<file path="src/rtl/cnn_div_seq_24s_10s_if.sv">
// Start/done handshake and operand/result bundle for the sequential signed divider.
`timescale 1ns/1ps
interface cnn_div_seq_24s_10s_if #(
  parameter int DIVIDEND_W = 24,
  parameter int DIVISOR_W  = 10,
  parameter int QUOT_W     = 14
);
  logic                  start;
  logic [DIVIDEND_W-1:0] din0;
  logic [DIVISOR_W-1:0]  din1;
  logic                  ready;
  logic                  done;
  logic [QUOT_W-1:0]     quot;
  logic [DIVISOR_W-1:0]  rem;
  logic                  ovf;
  logic                  div0;

  modport master (
    output start, din0, din1,
    input  ready, done, quot, rem, ovf, div0
  );

  modport slave (
    input  start, din0, din1,
    output ready, done, quot, rem, ovf, div0
  );
endinterface

</file>
<file path="src/rtl/cnn_div_seq_24s_10s.sv">
// Restoring signed divider, 24s / 10s -> saturated 14s quotient and 10s remainder,
// one quotient bit per clock behind a start/done handshake.
`timescale 1ns/1ps
module cnn_div_seq_24s_10s #(
  parameter int DIVIDEND_W = 24,  // only 24 supported
  parameter int DIVISOR_W  = 10,  // only 10 supported
  parameter int QUOT_W     = 14
) (
  input logic                    ap_clk,
  input logic                    ap_rst_n,
  cnn_div_seq_24s_10s_if.slave   bus
);

  localparam int CNT_W = $clog2(DIVIDEND_W);
  localparam logic [QUOT_W-1:0]     QUOT_MAX  = {1'b0, {(QUOT_W-1){1'b1}}};
  localparam logic [QUOT_W-1:0]     QUOT_MIN  = {1'b1, {(QUOT_W-1){1'b0}}};
  localparam logic [DIVIDEND_W-1:0] POS_LIMIT = DIVIDEND_W'((1 << (QUOT_W-1)) - 1);
  localparam logic [DIVIDEND_W-1:0] NEG_LIMIT = DIVIDEND_W'(1 << (QUOT_W-1));

  typedef enum logic [1:0] {IDLE, CALC, FIN} state_t;

  state_t state, state_nxt;

  // dvd starts as |dividend| and is shifted out MSB-first while quotient bits shift in.
  logic [DIVIDEND_W-1:0] dvd;
  logic [DIVISOR_W-1:0]  dvs;
  logic [DIVISOR_W-1:0]  prem;
  logic [CNT_W-1:0]      cnt;
  logic                  q_neg;
  logic                  r_neg;

  logic [QUOT_W-1:0]     quot_q;
  logic [DIVISOR_W-1:0]  rem_q;
  logic                  ovf_q;
  logic                  div0_q;
  logic                  done_q;

  logic [DIVISOR_W:0]    shifted;
  logic                  take;
  logic [DIVISOR_W-1:0]  prem_nxt;
  logic [QUOT_W-1:0]     quot_fin;
  logic [DIVISOR_W-1:0]  rem_fin;
  logic                  ovf_fin;

  // NOTE: always_comb assigns every output a default first, so no path can infer a latch.
  always_comb begin
    shifted  = {prem, dvd[DIVIDEND_W-1]};
    take     = shifted >= {1'b0, dvs};
    prem_nxt = take ? DIVISOR_W'(shifted - {1'b0, dvs}) : shifted[DIVISOR_W-1:0];
  end

  always_comb begin
    state_nxt = state;
    case (state)
      IDLE:    if (bus.start) state_nxt = CALC;
      CALC:    if (cnt == '0) state_nxt = FIN;
      FIN:     state_nxt = IDLE;
      default: state_nxt = IDLE;
    endcase
  end

  always_comb begin
    quot_fin = '0;
    rem_fin  = r_neg ? -prem : prem;
    ovf_fin  = 1'b0;
    if (dvs == '0) begin
      quot_fin = r_neg ? QUOT_MIN : QUOT_MAX;
      rem_fin  = '0;
      ovf_fin  = 1'b1;
    end else if (q_neg) begin
      // A magnitude of exactly 2^(QUOT_W-1) is representable when negative.
      if (dvd > NEG_LIMIT) begin
        quot_fin = QUOT_MIN;
        ovf_fin  = 1'b1;
      end else begin
        quot_fin = -dvd[QUOT_W-1:0];
      end
    end else if (dvd > POS_LIMIT) begin
      quot_fin = QUOT_MAX;
      ovf_fin  = 1'b1;
    end else begin
      quot_fin = dvd[QUOT_W-1:0];
    end
  end

  // NOTE: sequential state uses non-blocking assignments so every register samples pre-edge values.
  always_ff @(posedge ap_clk or negedge ap_rst_n) begin
    if (!ap_rst_n) state <= IDLE;
    else           state <= state_nxt;
  end

  // NOTE: every register, datapath included, is cleared so an aborted operation leaves no residue.
  always_ff @(posedge ap_clk or negedge ap_rst_n) begin
    if (!ap_rst_n) begin
      dvd    <= '0;
      dvs    <= '0;
      prem   <= '0;
      cnt    <= '0;
      q_neg  <= 1'b0;
      r_neg  <= 1'b0;
      quot_q <= '0;
      rem_q  <= '0;
      ovf_q  <= 1'b0;
      div0_q <= 1'b0;
      done_q <= 1'b0;
    end else begin
      done_q <= 1'b0;
      case (state)
        IDLE: begin
          if (bus.start) begin
            dvd   <= bus.din0[DIVIDEND_W-1] ? -bus.din0 : bus.din0;
            dvs   <= bus.din1[DIVISOR_W-1]  ? -bus.din1 : bus.din1;
            q_neg <= bus.din0[DIVIDEND_W-1] ^ bus.din1[DIVISOR_W-1];
            r_neg <= bus.din0[DIVIDEND_W-1];
            prem  <= '0;
            cnt   <= CNT_W'(DIVIDEND_W - 1);
          end
        end
        CALC: begin
          prem <= prem_nxt;
          dvd  <= {dvd[DIVIDEND_W-2:0], take};
          cnt  <= cnt - 1'b1;
        end
        FIN: begin
          quot_q <= quot_fin;
          rem_q  <= rem_fin;
          ovf_q  <= ovf_fin;
          div0_q <= (dvs == '0);
          done_q <= 1'b1;
        end
        default: ;
      endcase
    end
  end

  assign bus.ready = (state == IDLE);
  assign bus.done  = done_q;
  assign bus.quot  = quot_q;
  assign bus.rem   = rem_q;
  assign bus.ovf   = ovf_q;
  assign bus.div0  = div0_q;

endmodule

</file>
<file path="src/flat_wrapper.sv">
// flat-port wrapper written by rule: the top's interface ports become plain ports
module cnn_div_seq_24s_10s_flat 
#(
  parameter int DIVIDEND_W = 24,                      
  parameter int DIVISOR_W  = 10,                      
  parameter int QUOT_W     = 14
)
  (ap_clk, ap_rst_n, bus_start, bus_din0, bus_din1, bus_ready, bus_done, bus_quot, bus_rem, bus_ovf, bus_div0);
  cnn_div_seq_24s_10s_if #(.DIVIDEND_W(DIVIDEND_W), .DIVISOR_W(DIVISOR_W), .QUOT_W(QUOT_W)) bus_i ();
  input logic ap_clk;
  input logic ap_rst_n;
  input wire logic [$bits(bus_i.start)-1:0] bus_start;
  input wire logic [$bits(bus_i.din0)-1:0] bus_din0;
  input wire logic [$bits(bus_i.din1)-1:0] bus_din1;
  output wire logic [$bits(bus_i.ready)-1:0] bus_ready;
  output wire logic [$bits(bus_i.done)-1:0] bus_done;
  output wire logic [$bits(bus_i.quot)-1:0] bus_quot;
  output wire logic [$bits(bus_i.rem)-1:0] bus_rem;
  output wire logic [$bits(bus_i.ovf)-1:0] bus_ovf;
  output wire logic [$bits(bus_i.div0)-1:0] bus_div0;
  assign bus_i.start = bus_start;
  assign bus_i.din0 = bus_din0;
  assign bus_i.din1 = bus_din1;
  assign bus_ready = bus_i.ready;
  assign bus_done = bus_i.done;
  assign bus_quot = bus_i.quot;
  assign bus_rem = bus_i.rem;
  assign bus_ovf = bus_i.ovf;
  assign bus_div0 = bus_i.div0;
  cnn_div_seq_24s_10s #(.DIVIDEND_W(DIVIDEND_W), .DIVISOR_W(DIVISOR_W), .QUOT_W(QUOT_W)) u_core (.ap_clk(ap_clk), .ap_rst_n(ap_rst_n), .bus(bus_i));
endmodule
</file>
<file path="config.mk">
export PLATFORM = sky130hd
export DESIGN_NAME = cnn_div_seq_24s_10s_flat
export DESIGN_NICKNAME = d
export VERILOG_FILES = /design/src/rtl/cnn_div_seq_24s_10s_if.sv /design/src/rtl/cnn_div_seq_24s_10s.sv /design/src/flat_wrapper.sv
export SDC_FILE = /design/constraint.sdc
export NUM_CORES = 1
export LEC_CHECK = 0
export ABC_AREA = 1
export BUFFER_PORTS_ARGS = -buffer_cell sky130_fd_sc_hd__buf_2
export CAP_MARGIN = 30
export CORE_UTILIZATION = 54
export DETAILED_ROUTE_END_ITERATION = 7
export GPL_ROUTABILITY_DRIVEN = 0
export PLACE_DENSITY = 0.83
export RECOVER_POWER = 50
export SLEW_MARGIN = 0
export SYNTH_ARGS = -nofsm -noshare
export SYNTH_HDL_FRONTEND = slang
export SYNTH_SLANG_ARGS = --single-unit
</file>
<file path="constraint.sdc">
create_clock -name ap_clk -period 1.8 [get_ports ap_clk]
set_input_delay 0.27 -clock ap_clk [delete_from_list [all_inputs] [get_ports ap_clk]]
set_output_delay 0.27 -clock ap_clk [all_outputs]
set_load 0.01 [all_outputs]
</file>
==> results.toml, run 1 <==
[routing]
drt-total-wl_um = 13520
drt_iter0_markers = 324
firstDrtPassIters = 7
vias = 5464
avgViaCountPerCell = 5.269
wl_per_cell_um = 13.03
final_antenna_net_count = 0
drc = 0

[sta]
slew_headroom_pct = 55.57
clock_skew_ps = 10.21
tightest_slew_ps = 666.5
min_period_ps = 1740
fin_crit_sh_pct = 96.65
setup_viol = 0
hold_violations = 0
max_freq_ghz = 0.5748
finalMaxSlewViolations = 0
worst_slack_ps = 60.24

[global_routing]
overflow = 0
grt_pass1_vias = 4781
grt_pass1_wl_um = 21610
grt_max_degree = 38
grt_antenna_before_repair = 0
grtUsageTotal_pct = 26.07

[layout]
fill_cells = 871
multiInputGateArea_um2 = 3221
drive_above_1_share_pct = 18.58
fin_area_um2 = 6625
fin_cells = 1037
syn_to_final_growth_pct = 20.23
antenna_cells = 0
final_cell_mix = "246 x nand2_1, 85 x nor2_1, 80 x inv_1"
seqCellArea_um2 = 2003
utilization_pct = 67.47
layout_commonest_cell = "nand2_1"
num-nets-final = 953

[pwr]
seq_power_share_pct = 28.2
ir_drop_mv = 0.6624
clkPwrFrac_pct = 11.4
p_switching_mw = 5.383
combPwrFrac_pct = 60.4
internal_power_mw = 6.225
swShare_pct = 46.37
power_leakage_nw = 3.336
power_mw = 11.61
power_density_nw_per_um2 = 1752

[cts]
clk_path_buf_depth = 2
cts_buffers = 9
htree_num_levels = 3
cts_tree = "built"
numClockSinks = 80
root_buffer = "clkbuf_8"
clkLatencyLatePin_ps = 360
clkTransAtPathRegs_ps = 80

[placement]
io_buffers = 64
place_inst = 1015
pre_cts_slack_ps = -68.35
dp_hpwl_um = 10060
postPlaceCellArea_um2 = 6233

[yosys]
yosysSeqAreaShare_pct = 36.33
ys_ff_latch = 80
syn_area_um2 = 5510
avgSynthCellArea_um2 = 6.922
yosysWarnings = 0
ys_types = 37
synth_nets = 850
syn_inst = 796

[worst_setup_path]
critPathLaunchType = "flop"
end_kind = "flop"
worstSetupPathType = "flop to flop"
cp.required_ps = 2100
arrival_ps = 2040
cp_max_fo = 4

[worst_hold_path]
hold_class = "input port to flop"

[die]
die_h_um = 103.0
core_um2 = 9819
ioPinCount = 65
std_cell_rows = 36
fp.dieW_um = 103.0
die_area_um2 = 10610
start_util_pct = 56.12

[run_status]
status = "completed"

[flow_run]
cap_viol_max_count = 0
## cell families after synthesis
kind of cell	count (synthesis)	synth area share, %
and+or+nand+nor	445	34.76
xor gates and xnor gates	31	4.927
buffers and inverters	115	8.628
adders and majority gates	17	3.996
AOI/OAI and AO/OA	108	11.35
DFF	80	36.33
## path summary, 6_finish.rpt
| kind | startpoint | end | slack [ps] | cells after the start |
|---|---|---|---|---|
| setup / recovery | u_core.dvs[5] | u_core.prem[2] | 60 | 12 |
| hold / removal | bus_din0[21] | u_core.dvd[21] | 220 | 4 |
| setup reg to reg | u_core.dvs[5] | u_core.prem[2] | 60 | 12 |
| hold reg to reg | u_core.cnt[4] | u_core.cnt[4] | 480 | 1 |
| max in group asynchronous | ap_rst_n | u_core.bus.quot[11] | 280 | 3 |
| min in group asynchronous | ap_rst_n | u_core.dvd[20] | 460 | 2 |
## registers in the layout, summed over array words and instances, names as in the netlist
signal / cells
u_core.dvd: 24
u_core.bus.quot: 14
u_core.bus.rem: 10
u_core.dvs: 10
u_core.prem: 10
u_core.cnt: 5
u_core.state: 2
u_core.bus.div0: 1
u_core.bus.done: 1
u_core.bus.ovf: 1
u_core.q_neg: 1
u_core.r_neg: 1
## layout make-up
| class | count | area share [%] |
|---|---|---|
| Inverter | 89 | 5.042 |
| Sequential cell | 80 | 30.24 |
| Clock buffer | 10 | 1.926 |
| Tap cell | 133 | 2.512 |
| Timing Repair Buffer | 117 | 10.65 |
| Clock inverter | 6 | 1.020 |
| Multi-Input combinational cell | 602 | 48.61 |
## per-layer routing
metal | vias to the layer above | wire, um | part of all wire, % | GRT usage, %
li1 | 2783 | - | - | -
met1 | 2473 | 6390 | 47 | 37.49
met2 | 184 | 6068 | 45 | 39.74
met3 | 24 | 787 | 5.8 | 3.458
met4 | 0 | 268 | 2.0 | 10.40
met5 | - | 0 | 0 | 0
## per-stage QoR
stage          setup TNS [ps]  hold slack, ps
3_3_place_gp                0           197.4
4_1_cts                     0           210.2
3_5_place_dp           -456.0           197.4
2_1_floorplan               0          -25.59
6_report                    0           218.2
5_1_grt                -78.20           230.4
## worst max-delay path: stages (launching register included)
cell	delay, ps
dfrtp_1	380
inv_1	130
ha_4	220
nand2_1	80
inv_1	60
nand2_1	60
nand2_1	80
nand2_2	120
nand4_4	120
buf_4	170
o21ai_1	110
nand3_1	90
nand2_1	60
## repair_timing
item | 4_1_cts | 5_1_grt
gates cloned | 0 | 1
hold buffers | 1 | 0
setup endpoints to repair | 9 | 15
pin swaps | 0 | 4
endpoints found under the hold margin | 21 | 0
setup buffers | 0 | 4
resized for setup | 3 | 31
## cells in the mapped netlist (all sizes together)
master | number | area, um2
buf | 15 | 100.1
o21bai | 1 | 7.510
o211ai | 3 | 22.52
o31ai | 2 | 15.01
ha | 16 | 200.2
nand4 | 16 | 106.4
inv | 88 | 330.3
dfrtp | 80 | 2002
a22oi | 22 | 165.2
nand3 | 72 | 385.4
or2 | 2 | 12.52
o22ai | 2 | 12.51
nor3 | 3 | 20.02
nand2 | 250 | 945.9
a21o | 1 | 7.510
a21oi | 10 | 50.05
clkbuf | 11 | 41.29
clkinv | 1 | 3.750
a31oi | 2 | 12.51
xor2 | 20 | 175.2
fa | 1 | 20.02
nor2 | 95 | 394.1
o21ai | 63 | 315.3
o221ai | 2 | 17.52
nand3b | 6 | 45.04
and2 | 1 | 6.260
xnor2 | 11 | 96.34
## power by group through the flow
stage / clock network (mW) / logic [mW] / registers [mW]
floorplan: 0 / 4.35 / 3.23
global placement: 0 / 6.20 / 3.18
detailed placement: 0 / 6.36 / 3.22
CTS: 1.34 / 6.43 / 3.19
global route: 1.41 / 7.87 / 3.38
finish: 1.32 / 7.01 / 3.27
Power figures use the tool's default switching activity.
==> run 2, diff against run 1 <==
--- a/config.mk
+++ b/config.mk
@@ -8,10 +8,10 @@
 export ABC_AREA = 1
 export BUFFER_PORTS_ARGS = -buffer_cell sky130_fd_sc_hd__buf_2
 export CAP_MARGIN = 30
-export CORE_UTILIZATION = 54
+export CORE_UTILIZATION = 24
 export DETAILED_ROUTE_END_ITERATION = 7
 export GPL_ROUTABILITY_DRIVEN = 0
-export PLACE_DENSITY = 0.83
+export PLACE_DENSITY = 0.46
 export RECOVER_POWER = 50
 export SLEW_MARGIN = 0
 export SYNTH_ARGS = -nofsm -noshare
==> constraint.sdc (replaced) <==
create_clock -name ap_clk -period 1.8 [get_ports ap_clk]
set_input_delay 0.27 -clock ap_clk [delete_from_list [all_inputs] [get_ports ap_clk]]
set_output_delay 0.27 -clock ap_clk [all_outputs]
set_load 0.02 [all_outputs]
==> run 2 against run 1 <==
Net effect:
- hold slack improved by 13 ps
- count of clock-buffer cells in the layout unchanged
- combinational power up 3.1%
- clock power up 60%
- sequential share of layout area decreased by 1.7 points
- highest routed layer unchanged
- clock skew fell by 2.1 ps
- global-route usage decreased by 12 points
- critical path type unchanged
==> results.toml, run 2 (synthesis results as in run 1) <==
[cts]
cts_tree = "built"
root_buffer = "clkbuf_16"
cts_buffers = 9
clkTransAtPathRegs_ps = 60
clkLatencyLatePin_ps = 350
numClockSinks = 80
clk_path_buf_depth = 2
htree_num_levels = 3

[die]
die_h_um = 153.5
start_util_pct = 24.41
fp.dieW_um = 153.5
core_um2 = 22570
die_area_um2 = 23570
ioPinCount = 65
std_cell_rows = 55

[layout]
antenna_cells = 0
multiInputGateArea_um2 = 3174
fill_cells = 2510
final_cell_mix = "244 x nand2_1, 82 x nor2_1, 80 x dfrtp_1"
largest_register_ff_count = 24
layout_commonest_cell = "nand2_1"
regMostFlops = "u_core.dvd"
utilization_pct = 31.04
seqCellArea_um2 = 2002
num-nets-final = 961
drive_above_1_share_pct = 19.74
syn_to_final_growth_pct = 27.13

[global_routing]
grt_max_degree = 42
overflow = 0
grt_pass1_vias = 5203
grt_antenna_before_repair = 0
grtUsageTotal_pct = 13.99
grt_pass1_wl_um = 26610

[worst_setup_path]
worstSetupPathType = "flop to flop"
end_kind = "flop"
cp.required_ps = 2040
critPathLaunchType = "flop"
cp_max_fo = 4
rr_worst_depth = 9
arrival_ps = 1940

[routing]
drc = 0
drt_iter0_markers = 307
final_antenna_net_count = 0
avgViaCountPerCell = 4.441
wl_per_cell_um = 13.20
vias = 5316
firstDrtPassIters = 4
drt-total-wl_um = 15810

[sta]
hold_violations = 0
setup_viol = 0
slew_headroom_pct = 53.27
finalMaxSlewViolations = 0
hold_slack_ps = 231.3
clock_skew_ps = 8.078
min_period_ps = 1700
worst_slack_ps = 99.92
fin_crit_sh_pct = 94.45
tns_ps = 0
rsz0062_at_grt = "true"
max_freq_ghz = 0.5882
tightest_slew_ps = 700.9

[flow_run]
cap_viol_max_count = 0

[pwr]
power_density_nw_per_um2 = 1804
ir_drop_mv = 0.5965
power_leakage_nw = 3.456
power_mw = 12.64

[worst_hold_path]
whs_path_depth = 4
hold_class = "input port to flop"

[placement]
pre_cts_slack_ps = -58.72
dp_hpwl_um = 12430
io_buffers = 64

[run_status]
status = "completed"
[run 2: cell types whose count changed in the layout (fill, tap and decap cells not counted), moves of 3 or more]
cell | previous run | this run
clkbuf_8 | 9 | 0
nor2_2 | 4 | 9
inv_2 | 8 | 11
buf_4 | 47 | 57
clkbuf_16 | 0 | 9
ha_1 | 5 | 8
nor2_1 | 85 | 82
nand2_2 | 3 | 6
inv_1 | 80 | 77
[run 2: critical path: stages, from the launching register on]
cell and delay, ps:
dfrtp_1 410, ha_4 270, a21oi_1 220, nand2_2 100, nand2_2 110, and2_4 150
buf_4 110, nand4_1 90, nand3_1 90, nand2_1 50
[run 2: where the power goes]
| group | switching, mW | total (mW) | internal (mW) |
|---|---|---|---|
| clock | 0.758 | 2.11 | 1.35 |
| sequential | 0.711 | 3.30 | 2.59 |
| combinational | 4.10 | 7.23 | 3.13 |
| total | 5.57 | 12.6 | 7.07 |
[run 2: path summary, 6_finish.rpt]
kind	slack, ps	start	endpoint
max in group asynchronous	270	ap_rst_n	u_core.dvd[20]
worst min-delay path	230	bus_din0[21]	u_core.dvd[21]
worst min register to register	480	u_core.bus.rem[6]	u_core.bus.rem[6]
min in group asynchronous	510	ap_rst_n	u_core.bus.rem[3]
worst max register to register	100	u_core.prem[5]	u_core.prem[4]
worst max-delay path	100	u_core.prem[5]	u_core.prem[4]
[run 2: what timing repair did]
action / CTS / global route
gates resized for setup: 2 / 29
hold endpoints to repair: 25 / 0
pin swaps: 0 / 4
setup endpoints to repair: 2 / 25
hold buffers: 1 / 0
setup buffers: 0 / 2
[run 2: layout make-up]
cell class,count,share of cell area [%]
clock buffer,10,3.268
clock inverter,6,1.536
inverter,89,4.769
multi-input combinational,601,45.31
sequential,80,28.58
tap,285,5.090
timing repair buffer,126,11.45
[run 2: per-layer routing]
metal  GRT usage (%)  share of wire, %  vias up
li1                -                 -     2801
met1           20.60                54     2422
met2           20.52                42       82
met3           2.396               3.4       11
met4           4.476               1.3        0
met5               0                 0        -
[run 2: through the flow]
stage                     instance area, um2  instances
after floorplan                         5510        796
after global placement                  6531       1178
after detailed placement                6531       1178
after CTS                               6883       1195
after global routing                    7005       1197
final                                   7005       1197
==> run 3, diff against run 2 <==
--- a/config.mk
+++ b/config.mk
@@ -11,6 +11,7 @@
 export CORE_UTILIZATION = 24
 export DETAILED_ROUTE_END_ITERATION = 7
 export GPL_ROUTABILITY_DRIVEN = 0
+export MAX_ROUTING_LAYER = met4
 export PLACE_DENSITY = 0.46
 export RECOVER_POWER = 50
 export SLEW_MARGIN = 0
==> run 3 against run 2 <==
Net effect:
- non-clock buffer count is the same
- global-route usage is 0.43 points higher
- sequential share of layout area stayed put
- utilization unchanged
- combinational power about the same
- maximum frequency is 0.12% lower
- design area stayed put
- via count decreased by 0.24%
- cell count unchanged
- hold slack gained 0.66 ps
- die area stayed put
- critical endpoint is now u_core.prem[0]
- largest power group unchanged
==> results.toml, run 3 (synthesis results as in run 1) <==
[sta]
worst_slack_ps = 97.95
hold_violations = 0
hold_slack_ps = 231.9
fin_crit_sh_pct = 94.56
slew_headroom_pct = 52.79
rsz0062_at_grt = "true"
tightest_slew_ps = 708.2
max_freq_ghz = 0.5875
finalMaxSlewViolations = 0
setup_viol = 0
clock_skew_ps = 6.956
min_period_ps = 1702

[global_routing]
grt_pass1_wl_um = 26600
grt_pass1_vias = 5207
overflow = 0
grtUsageTotal_pct = 14.42
grt_max_degree = 42
grt_antenna_before_repair = 0

[pwr]
p_switching_mw = 5.566
power_density_nw_per_um2 = 1804
swShare_pct = 44.05
power_leakage_nw = 3.456
ir_drop_mv = 0.5966
seq_power_share_pct = 26.1
internal_power_mw = 7.070
combPwrFrac_pct = 57.2
clkPwrFrac_pct = 16.7
power_mw = 12.64

[worst_setup_path]
max_stage_delay_ps = 410
crit_chain = "ha_4 > a21oi_1 > nand2_2 > nand2_2 > and2_4 > buf_4 > nand4_1 > nand3_1 > nand2_1"
critical_path.reg2reg.startpoint = "u_core.prem[5]"
slowest_stage = "dfrtp_1"
critPathLaunchType = "flop"
worstSetupPathType = "flop to flop"
arrival_ps = 1930
r2r-end = "u_core.prem[0]"
critPathMostFrequentCell = "nand2_2"
cp.required_ps = 2030
cp_max_fo = 5
cp_num_buf_inv = 1
end_kind = "flop"
cp-startpoint = "u_core.prem[5]"
cp_top_family = "simple AND/OR/NAND/NOR gates"
r2r_slack_ps = 100
rr_worst_depth = 9

[placement]
pre_cts_slack_ps = -58.72
dp_hpwl_um = 12430
io_buffers = 64
postPlaceCellArea_um2 = 6531

[layout]
layout_commonest_cell = "nand2_1"
final_cell_mix = "244 x nand2_1, 82 x nor2_1, 80 x dfrtp_1"
syn_to_final_growth_pct = 27.13
drive_above_1_share_pct = 19.63
antenna_cells = 0
largest_register_ff_count = 24
num-nets-final = 961
regMostFlops = "u_core.dvd"
fin_area_um2 = 7005
utilization_pct = 31.04

[die]
die_h_um = 153.5
fp.dieW_um = 153.5
die_area_um2 = 23570
start_util_pct = 24.41
ioPinCount = 65
std_cell_rows = 55
core_um2 = 22570

[routing]
drt-total-wl_um = 15780
drt_iter0_markers = 317
final_antenna_net_count = 0
avgViaCountPerCell = 4.430
firstDrtPassIters = 4
vias = 5303
wl_per_cell_um = 13.18
drc = 0

[run_status]
status = "completed"

[worst_hold_path]
hold_end = "u_core.dvd[21]"
hold_class = "input port to flop"
hp-start = "bus_din0[21]"
whs_path_depth = 4

[cts]
clkLatencyLatePin_ps = 350
clk_path_buf_depth = 2
numClockSinks = 80
root_buffer = "clkbuf_16"
cts_tree = "built"
clkTransAtPathRegs_ps = 60
cts_buffers = 9
htree_num_levels = 3

[flow_run]
cap_viol_max_count = 0
-- run 3: worst max-delay path by stage --
| stage | cells past startpoint | to | slack, ps |
|---|---|---|---|
| after floorplan | 10 | u_core.prem[8] | 40 |
| after global placement | 11 | u_core.prem[8] | -8 |
| after detailed placement | 12 | u_core.prem[8] | -60 |
| after CTS | 9 | u_core.prem[1] | 8 |
| after global routing | 12 | u_core.prem[6] | -30 |
| final | 9 | u_core.prem[0] | 100 |
-- run 3: final cells by class --
| cell class | count | area, um2 |
|---|---|---|
| clock inverters | 6 | 107.6 |
| inverters | 89 | 334.1 |
| clock buffers | 10 | 229.0 |
| multi-input cells | 601 | 3174 |
| repair buffers | 126 | 802.0 |
| well taps | 285 | 356.6 |
| fillers | 2510 | 15570 |
| flip-flops and latches | 80 | 2002 |
-- run 3: layer usage --
layer | track usage (%) | share of wire, % | routed length, um
met1 | 20.66 | 54 | 8456
met2 | 20.54 | 42 | 6604
met3 | 2.311 | 3.3 | 521
met4 | 4.476 | 1.2 | 194
met5 | - | 0 | 0
-- run 3: power groups by stage --
stage | clock, mW | sequential (mW) | combinational, mW
final | 2.10 | 3.30 | 7.23
after global routing | 2.21 | 3.41 | 8.23
after CTS | 2.15 | 3.25 | 6.89
after detailed placement | 0 | 3.28 | 6.85
after global placement | 0 | 3.28 | 6.85
after floorplan | 0 | 3.35 | 4.36
-- run 3: through the flow --
| step | std cells | setup TNS (ps) |
|---|---|---|
| after global routing | 1197 | -156.1 |
| after floorplan | 796 | 0 |
| after global placement | 1178 | -7.785 |
| after detailed placement | 1178 | -99.86 |
| after CTS | 1195 | 0 |
| final | 1197 | 0 |
-- run 3: timing repair --
item,CTS,global route
setup buffers,0,2
pin swaps,0,4
gates resized for setup,2,28
hold buffers,1,0
endpoints found under the hold margin,25,0
endpoints found under the setup margin,2,25
-- run 3: tightest hold or removal path, delay by kind of cell --
kind,cells,cell delay [ps]
AOI/OAI and AO/OA,1,60
buffers and inverters,1,100
and+or+nand+nor,2,90
